### src/rtl/wb_arbiter_n.sv
// N-master, single-slave Wishbone classic arbiter with fixed or round-robin priority.
// Grant is held for a master's whole cycle; a watchdog aborts transfers the slave never acks.
module wb_arbiter_n #(
    parameter int N_MASTERS      = 2,
    parameter int ADDR_WIDTH     = 32,
    parameter int DATA_WIDTH     = 32,
    parameter int RR_MODE        = 1,
    parameter int TIMEOUT_CYCLES = 255
) (
    input  logic                                clk,
    input  logic                                reset,
    input  logic [N_MASTERS-1:0]                m_wb_cyc_i,
    input  logic [N_MASTERS-1:0]                m_wb_stb_i,
    input  logic [N_MASTERS-1:0]                m_wb_we_i,
    input  logic [N_MASTERS*ADDR_WIDTH-1:0]     m_wb_adr_i,
    input  logic [N_MASTERS*DATA_WIDTH-1:0]     m_wb_dat_i,
    input  logic [N_MASTERS*(DATA_WIDTH/8)-1:0] m_wb_sel_i,
    output logic [N_MASTERS-1:0]                m_wb_ack_o,
    output logic [N_MASTERS-1:0]                m_wb_err_o,
    output logic [DATA_WIDTH-1:0]               m_wb_dat_o,
    output logic                                s_wb_cyc_o,
    output logic                                s_wb_stb_o,
    output logic                                s_wb_we_o,
    output logic [ADDR_WIDTH-1:0]               s_wb_adr_o,
    output logic [DATA_WIDTH-1:0]               s_wb_dat_o,
    output logic [DATA_WIDTH/8-1:0]             s_wb_sel_o,
    input  logic                                s_wb_ack_i,
    input  logic [DATA_WIDTH-1:0]               s_wb_dat_i,
    output logic [N_MASTERS-1:0]                grant_o
);

    localparam int SEL_WIDTH = DATA_WIDTH / 8;
    localparam int IDX_W     = $clog2(N_MASTERS);
    // The counter never passes TIMEOUT_CYCLES-1, so clog2(TIMEOUT_CYCLES) bits suffice.
    localparam int WD_W      = (TIMEOUT_CYCLES > 2) ? $clog2(TIMEOUT_CYCLES) : 1;
    localparam logic [WD_W-1:0] WD_LIMIT =
        WD_W'((TIMEOUT_CYCLES > 0) ? TIMEOUT_CYCLES - 1 : 0);

    typedef enum logic [1:0] {IDLE, GRANT, ABORT} state_t;

    state_t                 state, state_next;
    logic [N_MASTERS-1:0]   grant, grant_next;
    logic [IDX_W-1:0]       last_idx, last_idx_next;
    logic [IDX_W-1:0]       win_idx, cand;
    logic                   win_found;
    logic [WD_W-1:0]        wdog, wdog_next;

    logic                   sel_cyc, sel_stb, sel_we;
    logic [ADDR_WIDTH-1:0]  sel_adr;
    logic [DATA_WIDTH-1:0]  sel_dat;
    logic [SEL_WIDTH-1:0]   sel_byte;
    logic                   in_grant, timeout_hit;

    // Grant is one-hot, so an AND-OR mux selects the granted master's signals.
    always_comb begin
        // NOTE: every combinational output gets a default first so no latch is inferred.
        sel_cyc  = 1'b0;
        sel_stb  = 1'b0;
        sel_we   = 1'b0;
        sel_adr  = '0;
        sel_dat  = '0;
        sel_byte = '0;
        for (int k = 0; k < N_MASTERS; k++) begin
            if (grant[k]) begin
                sel_cyc  = sel_cyc | m_wb_cyc_i[k];
                sel_stb  = sel_stb | m_wb_stb_i[k];
                sel_we   = sel_we  | m_wb_we_i[k];
                sel_adr  = sel_adr  | m_wb_adr_i[k*ADDR_WIDTH +: ADDR_WIDTH];
                sel_dat  = sel_dat  | m_wb_dat_i[k*DATA_WIDTH +: DATA_WIDTH];
                sel_byte = sel_byte | m_wb_sel_i[k*SEL_WIDTH +: SEL_WIDTH];
            end
        end
    end

    // Round-robin search starts just after the last winner; fixed mode starts at 0.
    always_comb begin
        win_found = 1'b0;
        win_idx   = '0;
        cand      = '0;
        for (int i = 0; i < N_MASTERS; i++) begin
            if (RR_MODE != 0) cand = IDX_W'((int'(last_idx) + 1 + i) % N_MASTERS);
            else              cand = IDX_W'(i);
            if (!win_found && m_wb_cyc_i[cand]) begin
                win_found = 1'b1;
                win_idx   = cand;
            end
        end
    end

    assign in_grant    = (state == GRANT);
    assign s_wb_cyc_o  = in_grant & sel_cyc;
    assign s_wb_stb_o  = in_grant & sel_cyc & sel_stb;
    assign s_wb_we_o   = in_grant & sel_we;
    assign s_wb_adr_o  = in_grant ? sel_adr  : '0;
    assign s_wb_dat_o  = in_grant ? sel_dat  : '0;
    assign s_wb_sel_o  = in_grant ? sel_byte : '0;

    // An ack in the threshold cycle wins over the timeout.
    assign timeout_hit = (TIMEOUT_CYCLES != 0) && s_wb_stb_o && !s_wb_ack_i && (wdog == WD_LIMIT);

    assign m_wb_ack_o  = (in_grant && s_wb_ack_i) ? grant : '0;
    assign m_wb_err_o  = timeout_hit ? grant : '0;
    assign m_wb_dat_o  = s_wb_dat_i;
    assign grant_o     = grant;

    always_comb begin
        state_next    = state;
        grant_next    = grant;
        last_idx_next = last_idx;
        wdog_next     = wdog;
        case (state)
            IDLE: begin
                wdog_next = '0;
                if (win_found) begin
                    state_next          = GRANT;
                    grant_next          = '0;
                    grant_next[win_idx] = 1'b1;
                    last_idx_next       = win_idx;
                end
            end
            GRANT: begin
                if (s_wb_ack_i)                              wdog_next = '0;
                else if (s_wb_stb_o && TIMEOUT_CYCLES != 0)  wdog_next = wdog + 1'b1;
                if (!sel_cyc) begin
                    state_next = IDLE;
                    grant_next = '0;
                end else if (timeout_hit) begin
                    state_next = ABORT;
                end
            end
            ABORT: begin
                wdog_next = '0;
                if (!sel_cyc) begin
                    state_next = IDLE;
                    grant_next = '0;
                end
            end
            default: begin
                state_next = IDLE;
                grant_next = '0;
            end
        endcase
    end

    always_ff @(posedge clk or posedge reset) begin
        if (reset) begin
            state    <= IDLE;
            grant    <= '0;
            last_idx <= IDX_W'(N_MASTERS - 1);
            wdog     <= '0;
        end else begin
            // NOTE: sequential state uses non-blocking assignments only.
            state    <= state_next;
            grant    <= grant_next;
            last_idx <= last_idx_next;
            wdog     <= wdog_next;
        end
    end

endmodule

### config.mk
export PLATFORM = sky130hd
export DESIGN_NAME = wb_arbiter_n
export DESIGN_NICKNAME = d
export VERILOG_FILES = /design/src/rtl/wb_arbiter_n.sv
export SDC_FILE = /design/constraint.sdc
export NUM_CORES = 1
export LEC_CHECK = 0
export BUFFER_PORTS_ARGS = -buffer_cell sky130_fd_sc_hd__buf_2
export CORE_AREA = 2 2 109 111
export CTS_BUF_LIST = sky130_fd_sc_hd__clkbuf_2
export CTS_CLUSTER_SIZE = 28
export DETAILED_ROUTE_END_ITERATION = 8
export DIE_AREA = 0 0 111 113
export GPL_TIMING_DRIVEN = 0
export SLEW_MARGIN = 20
export SYNTH_ARGS = -nofsm -noshare
export SYNTH_HDL_FRONTEND = slang
export SYNTH_SLANG_ARGS = --single-unit
### constraint.sdc
create_clock -name clk -period 4.93 [get_ports clk]
set_clock_uncertainty 0.1 [all_clocks]
set_input_delay 0.493 -clock clk [delete_from_list [all_inputs] [get_ports clk]]
set_output_delay 0.493 -clock clk [all_outputs]
set_load 0.01 [all_outputs]
==> results of run 1 <==
-- power by group through the flow --
| stage | Sequential [W] | Combinational, W | Clock [W] |
|---|---|---|---|
| 2_1_floorplan | 0.000149 | 0.000733 | 0 |
| 3_3_place_gp | 0.000149 | 0.00118 | 0 |
| 3_5_place_dp | 0.000150 | 0.00120 | 0 |
| 4_1_cts | 0.000148 | 0.00121 | 0.0000585 |
| 5_1_grt | 0.000151 | 0.00133 | 0.0000627 |
| 6_report | 0.000149 | 0.00119 | 0.0000576 |
-- metal layers --
metal,GRT usage (%),vias to the layer above,wire [µm]
li1,-,1525,-
met1,17.9,1378,4080
met2,25.4,174,4800
met3,2.04,6,780
met4,1.58,0,53
met5,0,-,0
-- kinds of logic after synthesis --
group | share of synthesized area, %
flops | 16.9
compound gates | 36.5
fa+ha+maj | 3.24
buf+inv | 18.8
mux | 0.518
simple gates | 24.0
-- critical path: stages, from the launching register on --
cell and delay, ns:
dfrtp_1 0.42, inv_1 0.09, ha_1 0.30, clkinv_1 0.28, clkbuf_1 0.31, buf_1 0.29
nor2_1 0.17, buf_2 0.15
-- state kept, by name, indices dropped and copies added, names as in the netlist --
name and count:
wdog 8, grant_o 2, last_idx 1, state 2
-- worst max-delay path by stage --
stage	startpoint	cells after the start	to	slack, ns
after floorplan	state[1]	6	s_wb_dat_o[24]	2.86
after global placement	state[1]	7	s_wb_dat_o[26]	2.34
after detailed placement	state[1]	7	s_wb_dat_o[25]	2.28
after CTS	state[1]	7	s_wb_dat_o[25]	1.95
after global routing	state[1]	7	s_wb_dat_o[27]	1.79
final	state[1]	7	s_wb_dat_o[25]	2.05
-- layout make-up --
| class | count | share of cell area, % |
|---|---|---|
| Timing Repair Buffer | 253 | 37.3 |
| Multi-Input combinational cell | 211 | 36.5 |
| Buffer | 56 | 9.83 |
| Sequential cell | 13 | 9.61 |
| Tap cell | 143 | 5.27 |
| Inverter | 8 | 0.884 |
| Clock buffer | 4 | 0.589 |
-- cells in the mapped netlist, types with 2 or more instances --
master / number
or3_1: 2
o21ai_1: 2
a21oi_1: 6
nand2_1: 11
nand3_1: 4
a22oi_1: 70
buf_4: 32
nor2_1: 76
and3_1: 6
buf_2: 3
ha_1: 5
a31oi_1: 2
dfrtp_1: 12
nor3_1: 2
clkbuf_1: 12
inv_1: 7
a22o_1: 3
buf_1: 9
o21ai_0: 8
-- stage by stage --
stage	util, %	hold WS (ns)	instance area [µm²]	power [W]
6_report	30.1	0.119	3400	0.00140
3_3_place_gp	30.0	0.383	3380	0.00133
2_1_floorplan	-	0.269	1930	0.000882
3_5_place_dp	30.0	0.388	3380	0.00135
5_1_grt	30.1	0.160	3400	0.00154
4_1_cts	30.1	0.139	3400	0.00141
==> results.sh, run 1 <==
export IMPL_netlist_top_cells_area="a22oi_1, dfrtp_1, nor2_1"
export IMPL_setup_tns_ns=0
export IMPL_cts_tree="done"
export IMPL_power_share_switching_pct=56.8
export IMPL_core_area_um2=11300
export IMPL_drt_wl_total_um=9720
export IMPL_multi_input_area_um2=1240
export IMPL_power_density_nw_per_um2=412
export IMPL_ios=286
export IMPL_rsz0062_at_grt="false"
export IMPL_initial_core_util_pct=17.1
export IMPL_crit_fanout=10
export IMPL_synth_cell_types=35
export IMPL_rr_startpoint="state[1]"
export IMPL_p_sw_w=0.000795
export IMPL_grt_usage_pct=13.9
export IMPL_p_int_w=0.000604
export IMPL_synthToLayoutAreaGrowth_pct=75.8
export IMPL_gp_congestion=0.980
export IMPL_r2r_cells=6
export IMPL_p_leak_nw=1.95
export IMPL_remaining_drc_errors=0
export IMPL_rows=39
export IMPL_clock_sinks=13
export IMPL_timing_rr_end="wdog[6]"
export IMPL_syn_avg_cell_area_um2=6.71
export IMPL_synth_ff_type="dfrtp_1"
export IMPL_netlist_instances=288
export IMPL_ir_drop_mv=0.224
export IMPL_grt_pass1_wl_um=14400
export IMPL_ctsResizeCount=0
export IMPL_n_antenna_cell=0
export IMPL_drv_slew=0
export IMPL_nFillCells=1250
export IMPL_pre_cts_slack_ns=2.28
export IMPL_worstPathArrival_ns=2.29
export IMPL_routedWlPerCell_um=14.1
export IMPL_pwr_share_seq_pct=10.7
export IMPL_grt_max_degree=14
export IMPL_mostFrequentLayoutCell="buf_2"
export IMPL_clockRootBuffer="clkbuf_2"
export IMPL_p_clk_share_pct=4.1
export IMPL_cts_clk_slew_worst_paths_ns=0.13
export IMPL_dieArea_um2=12500
export IMPL_ys_seq_area_share_pct=16.9
export IMPL_die_w_um=111
export IMPL_worstSetupPathType="reg2out"
export IMPL_num_vias=3083
export IMPL_synth_area_um2=1930
export IMPL_htreeDepth=1
export IMPL_grt_antenna_before_repair=0
export IMPL_comb_power_share_pct=85.2
export IMPL_end_kind="output port"
export IMPL_regArea_um2=327
export IMPL_worstMarginPinSlew_ns=0.517
export IMPL_layout_common_cells="buf_2, nor2_1, a22oi_1, buf_4"
export IMPL_ant_nets=0
export IMPL_synth_nets=470
export IMPL_die_y_um=113
export IMPL_status="completed"
export IMPL_place_inst=684
export IMPL_synth_seq_cells=13
export IMPL_drive_gt1_share_pct=54.5
export IMPL_finalCriticalPeriod_ns=2.88
export IMPL_grt_ovfl_total=0
export IMPL_dp_hpwl_um=8430
export IMPL_final_setup_viol_count=0
export IMPL_drt_iter0_drc=164
export IMPL_numCtsBuffers=3
export IMPL_post_cts_buffers=0
export IMPL_cts_hold_fix_buffers=0
export IMPL_port_buffers=253
export IMPL_worstSetupStartpointType="flip-flop"
export IMPL_cp_required_ns=4.34
export IMPL_insertion_delay_ns=0.28
export IMPL_yosysTopAreaCell="a22oi_1"
export IMPL_yosysWarnings=0
export IMPL_max_cap_violations=0
export IMPL_first_global_vias=2891
export IMPL_synth_edf_count=0
export IMPL_fin_ws_ns=2.05
export IMPL_relSlewSlack_pct=65.5
export IMPL_drt_first_pass_iters=4
export IMPL_synth_async_reset_ratio_pct=100
export IMPL_period_share_pct=58.4
export IMPL_nNetsFinal=728
export IMPL_via_per_inst=4.48
export IMPL_clk_path_buf_depth=2
export IMPL_stdcell_count=688
export IMPL_synth_top_area_share_pct=27.2
export IMPL_hold_class="in2async"
export IMPL_fmax_ghz=0.347
export IMPL_finalHoldViolations=0
export IMPL_rrSetupSlack_ns=2.93
(Power assumes the default switching activity.)
==> inputs of run 2 (changes only) <==
--- a/config.mk
+++ b/config.mk
@@ -5,12 +5,13 @@
 export SDC_FILE = /design/constraint.sdc
 export NUM_CORES = 1
 export LEC_CHECK = 0
+export ABC_AREA = 1
 export BUFFER_PORTS_ARGS = -buffer_cell sky130_fd_sc_hd__buf_2
-export CORE_AREA = 2 2 109 111
+export CORE_AREA = 2 2 112 114
 export CTS_BUF_LIST = sky130_fd_sc_hd__clkbuf_2
 export CTS_CLUSTER_SIZE = 28
 export DETAILED_ROUTE_END_ITERATION = 8
-export DIE_AREA = 0 0 111 113
+export DIE_AREA = 0 0 114 116
 export GPL_TIMING_DRIVEN = 0
 export SLEW_MARGIN = 20
 export SYNTH_ARGS = -nofsm -noshare
==> constraint.sdc (replaced) <==
create_clock -name clk -period 2.4 [get_ports clk]
set_clock_uncertainty 0.1 [all_clocks]
set_input_delay 0.24 -clock clk [delete_from_list [all_inputs] [get_ports clk]]
set_output_delay 0.24 -clock clk [all_outputs]
set_load 0.01 [all_outputs]
==> run 2 against run 1 <==
Effect of this change:
- critical path depth unchanged
- synthesized cell count increased by 38%
- flip-flop and latch count unchanged
- non-clock buffer count increased by 1
- worst setup slack got worse by 1.9 ns
- die area increased by 5.4%
- clock power increased by 120%
- final area increased by 6.0%
- critical endpoint is now s_wb_sel_o[1]
==> results.sh, run 2 <==
export IMPL_drive_gt1_share_pct=47.4
export IMPL_synth_edf_count=0
export IMPL_synthXorXnorAreaFrac_pct=0.414
export IMPL_period_share_pct=94.2
export IMPL_r2r_cells=9
export IMPL_remaining_drc_errors=0
export IMPL_grt_pass1_wl_um=15600
export IMPL_relSlewSlack_pct=61.3
export IMPL_ir_drop_mv=0.282
export IMPL_worstSetupPathType="reg2out"
export IMPL_final_setup_viol_count=0
export IMPL_pwr_share_seq_pct=11.2
export IMPL_p_sw_w=0.00167
export IMPL_grt_usage_pct=15.0
export IMPL_clock_sinks=13
export IMPL_power_share_switching_pct=59.5
export IMPL_port_buffers=253
export IMPL_synth_top_area_share_pct=32.0
export IMPL_p_int_w=0.00114
export IMPL_setup_tns_ns=0
export IMPL_numCtsBuffers=3
export IMPL_cts_tree="done"
export IMPL_netlist_top_cells_area="nand2_1, a21oi_1, dfrtp_1"
export IMPL_comb_power_share_pct=84.4
export IMPL_synthToLayoutAreaGrowth_pct=70.3
export IMPL_clk_path_buf_depth=2
export IMPL_num_vias=3349
export IMPL_rsz0062_at_grt="false"
export IMPL_place_inst=798
export IMPL_gp_congestion=0.777
export IMPL_timing_rr_end="wdog[5]"
export IMPL_synth_commonest_cells="nand2_1, a21oi_1, buf_4"
export IMPL_ant_nets=0
export IMPL_max_cap_violations=0
export IMPL_status="completed"
export IMPL_synth_cell_types=24
export IMPL_drv_slew=0
export IMPL_die_y_um=116
export IMPL_mostFrequentLayoutCell="buf_2"
export IMPL_drt_first_pass_iters=6
export IMPL_synth_async_reset_ratio_pct=100
export IMPL_core_area_um2=11900
export IMPL_crit_fanout=10
export IMPL_insertion_delay_ns=0.29
export IMPL_grt_max_degree=14
export IMPL_netlist_instances=398
export IMPL_synth_most_common_cell="nand2_1"
export IMPL_die_w_um=114
export IMPL_rr_startpoint="state[0]"
export IMPL_ios=286
export IMPL_layout_common_cells="buf_2, nand2_1, a21oi_1, buf_4, inv_1"
export IMPL_muxShareOfSynthArea_pct=0
export IMPL_worstMarginPinSlew_ns=0.580
export IMPL_clockRootBuffer="clkbuf_2"
export IMPL_stdcell_count=803
export IMPL_power_density_nw_per_um2=782
export IMPL_via_per_inst=4.17
export IMPL_finalCriticalPeriod_ns=2.26
export IMPL_p_clk_share_pct=4.5
export IMPL_synth_seq_cells=13
export IMPL_dieArea_um2=13200
export IMPL_n_antenna_cell=0
export IMPL_synth_area_um2=2110
export IMPL_dp_hpwl_um=9510
export IMPL_nFillCells=1403
export IMPL_fin_ws_ns=0.139
export IMPL_startpoint="state[1]"
export IMPL_worstPathArrival_ns=1.92
export IMPL_fmax_ghz=0.442
export IMPL_finalHoldViolations=0
export IMPL_top_register="wdog"
export IMPL_syn_avg_cell_area_um2=5.31
export IMPL_end_kind="output port"
export IMPL_first_global_vias=2979
export IMPL_yosysTopAreaCell="nand2_1"
export IMPL_synthSimpleGateAreaFrac_pct=40.2
export IMPL_rows=40
export IMPL_routedWlPerCell_um=14.0
export IMPL_synth_compound_area_share_pct=19.8
export IMPL_drt_iter0_drc=206
export IMPL_grt_antenna_before_repair=0
export IMPL_yosysWarnings=0
export IMPL_cp_required_ns=2.06
export IMPL_synth_adder_area_share_pct=2.96
export IMPL_p_leak_nw=2.07
export IMPL_synth_nets=580
export IMPL_ys_seq_area_share_pct=15.5
export IMPL_worstSetupStartpointType="flip-flop"
export IMPL_synth_ff_type="dfrtp_1"
export IMPL_pre_cts_slack_ns=0.383
export IMPL_largest_reg_flops=8
export IMPL_grt_ovfl_total=0
export IMPL_nNetsFinal=839
export IMPL_drt_wl_total_um=11300
export IMPL_cts_clk_slew_worst_paths_ns=0.16
export IMPL_htreeDepth=1
export IMPL_hold_class="in2reg"
export IMPL_rrSetupSlack_ns=0.73
export IMPL_worstSetupEndpoint="s_wb_sel_o[1]"
export IMPL_synth_top_family_by_area="simple AND/OR/NAND/NOR gates"
export IMPL_initial_core_util_pct=17.7
-- run 2: cell count changes after synthesis, sizes merged, moves of 4 or more --
cell    change
nand2     +171
a22oi      -70
a21oi      +69
nor2       -56
inv        +19
nand3       +7
and3        -6
buf         -5
clkbuf      +5
o21ai       -5
a22o        -4
-- run 2: per-stage QoR --
step / util (%) / area [µm²] / total power, W / hold WS, ns
after floorplan: - / 2110 / 0.00174 / 0.0162
after global placement: 29.9 / 3560 / 0.00273 / 0.225
after detailed placement: 29.9 / 3560 / 0.00273 / 0.221
after CTS: 30.2 / 3590 / 0.00286 / 0.135
after global routing: 30.2 / 3600 / 0.00311 / 0.172
final: 30.2 / 3600 / 0.00281 / 0.148
-- run 2: area by class of cell --
class	instances	area (µm²)	area share (%)
Inverter	26	97.6	2.71
Timing Repair Buffer	254	1280	35.5
Buffer	56	354	9.84
Tap cell	147	184	5.11
Clock inverter	1	5.00	0.139
Clock buffer	3	15.0	0.417
Multi-Input combinational cell	303	1340	37.3
Sequential cell	13	327	9.07
-- run 2: worst max-delay path: stages (launching register included) --
cell and delay, ns:
dfrtp_1 0.41, inv_1 0.11, ha_2 0.24, inv_2 0.11
buf_2 0.21, buf_2 0.20, a21oi_1 0.17, buf_2 0.18
-- run 2: what timing repair did --
item | in CTS | in global routing
resized for setup | 0 | 7
hold buffers | 1 | 0
endpoints found under the hold margin | 12 | 0
buffers inserted | 0 | 0
setup endpoints to repair | 0 | 17
-- run 2: cells by family (layout without fill, tap and decap cells) --
| kind of cell | after synthesis | after routing |
|---|---|---|
| flops | 13 | 13 |
| simple gates | 215 | 215 |
| fa+ha+maj | 5 | 5 |
| buf+inv | 82 | 340 |
| xor+xnor | 1 | 1 |
| compound gates | 82 | 82 |
-- run 2: how the worst min path moves through the flow --
stage | startpoint | slack, ns | cells after the start | end
2_1_floorplan | reset | 0.02 | 1 | grant_o[0]
3_3_place_gp | reset | 0.23 | 2 | grant_o[0]
3_5_place_dp | reset | 0.22 | 2 | grant_o[0]
4_1_cts | s_wb_ack_i | 0.14 | 4 | wdog[4]
5_1_grt | s_wb_ack_i | 0.17 | 4 | wdog[4]
6_report | s_wb_ack_i | 0.15 | 4 | wdog[4]
-- run 2: layer usage --
metal	GRT usage, %	wire (µm)	vias up
met5	0	0	-
met4	3.25	144	0
met3	1.31	639	8
met2	25.9	5520	132
met1	20.5	4970	1477
li1	-	-	1732
-- run 2: power by group through the flow --
stage                     Combinational (W)  Sequential (W)  Clock (W)
after floorplan                     0.00142        0.000312          0
after global placement              0.00241        0.000322          0
after detailed placement            0.00240        0.000322          0
after CTS                           0.00242        0.000317   0.000131
after global routing                0.00265        0.000323   0.000135
final                               0.00237        0.000314   0.000126
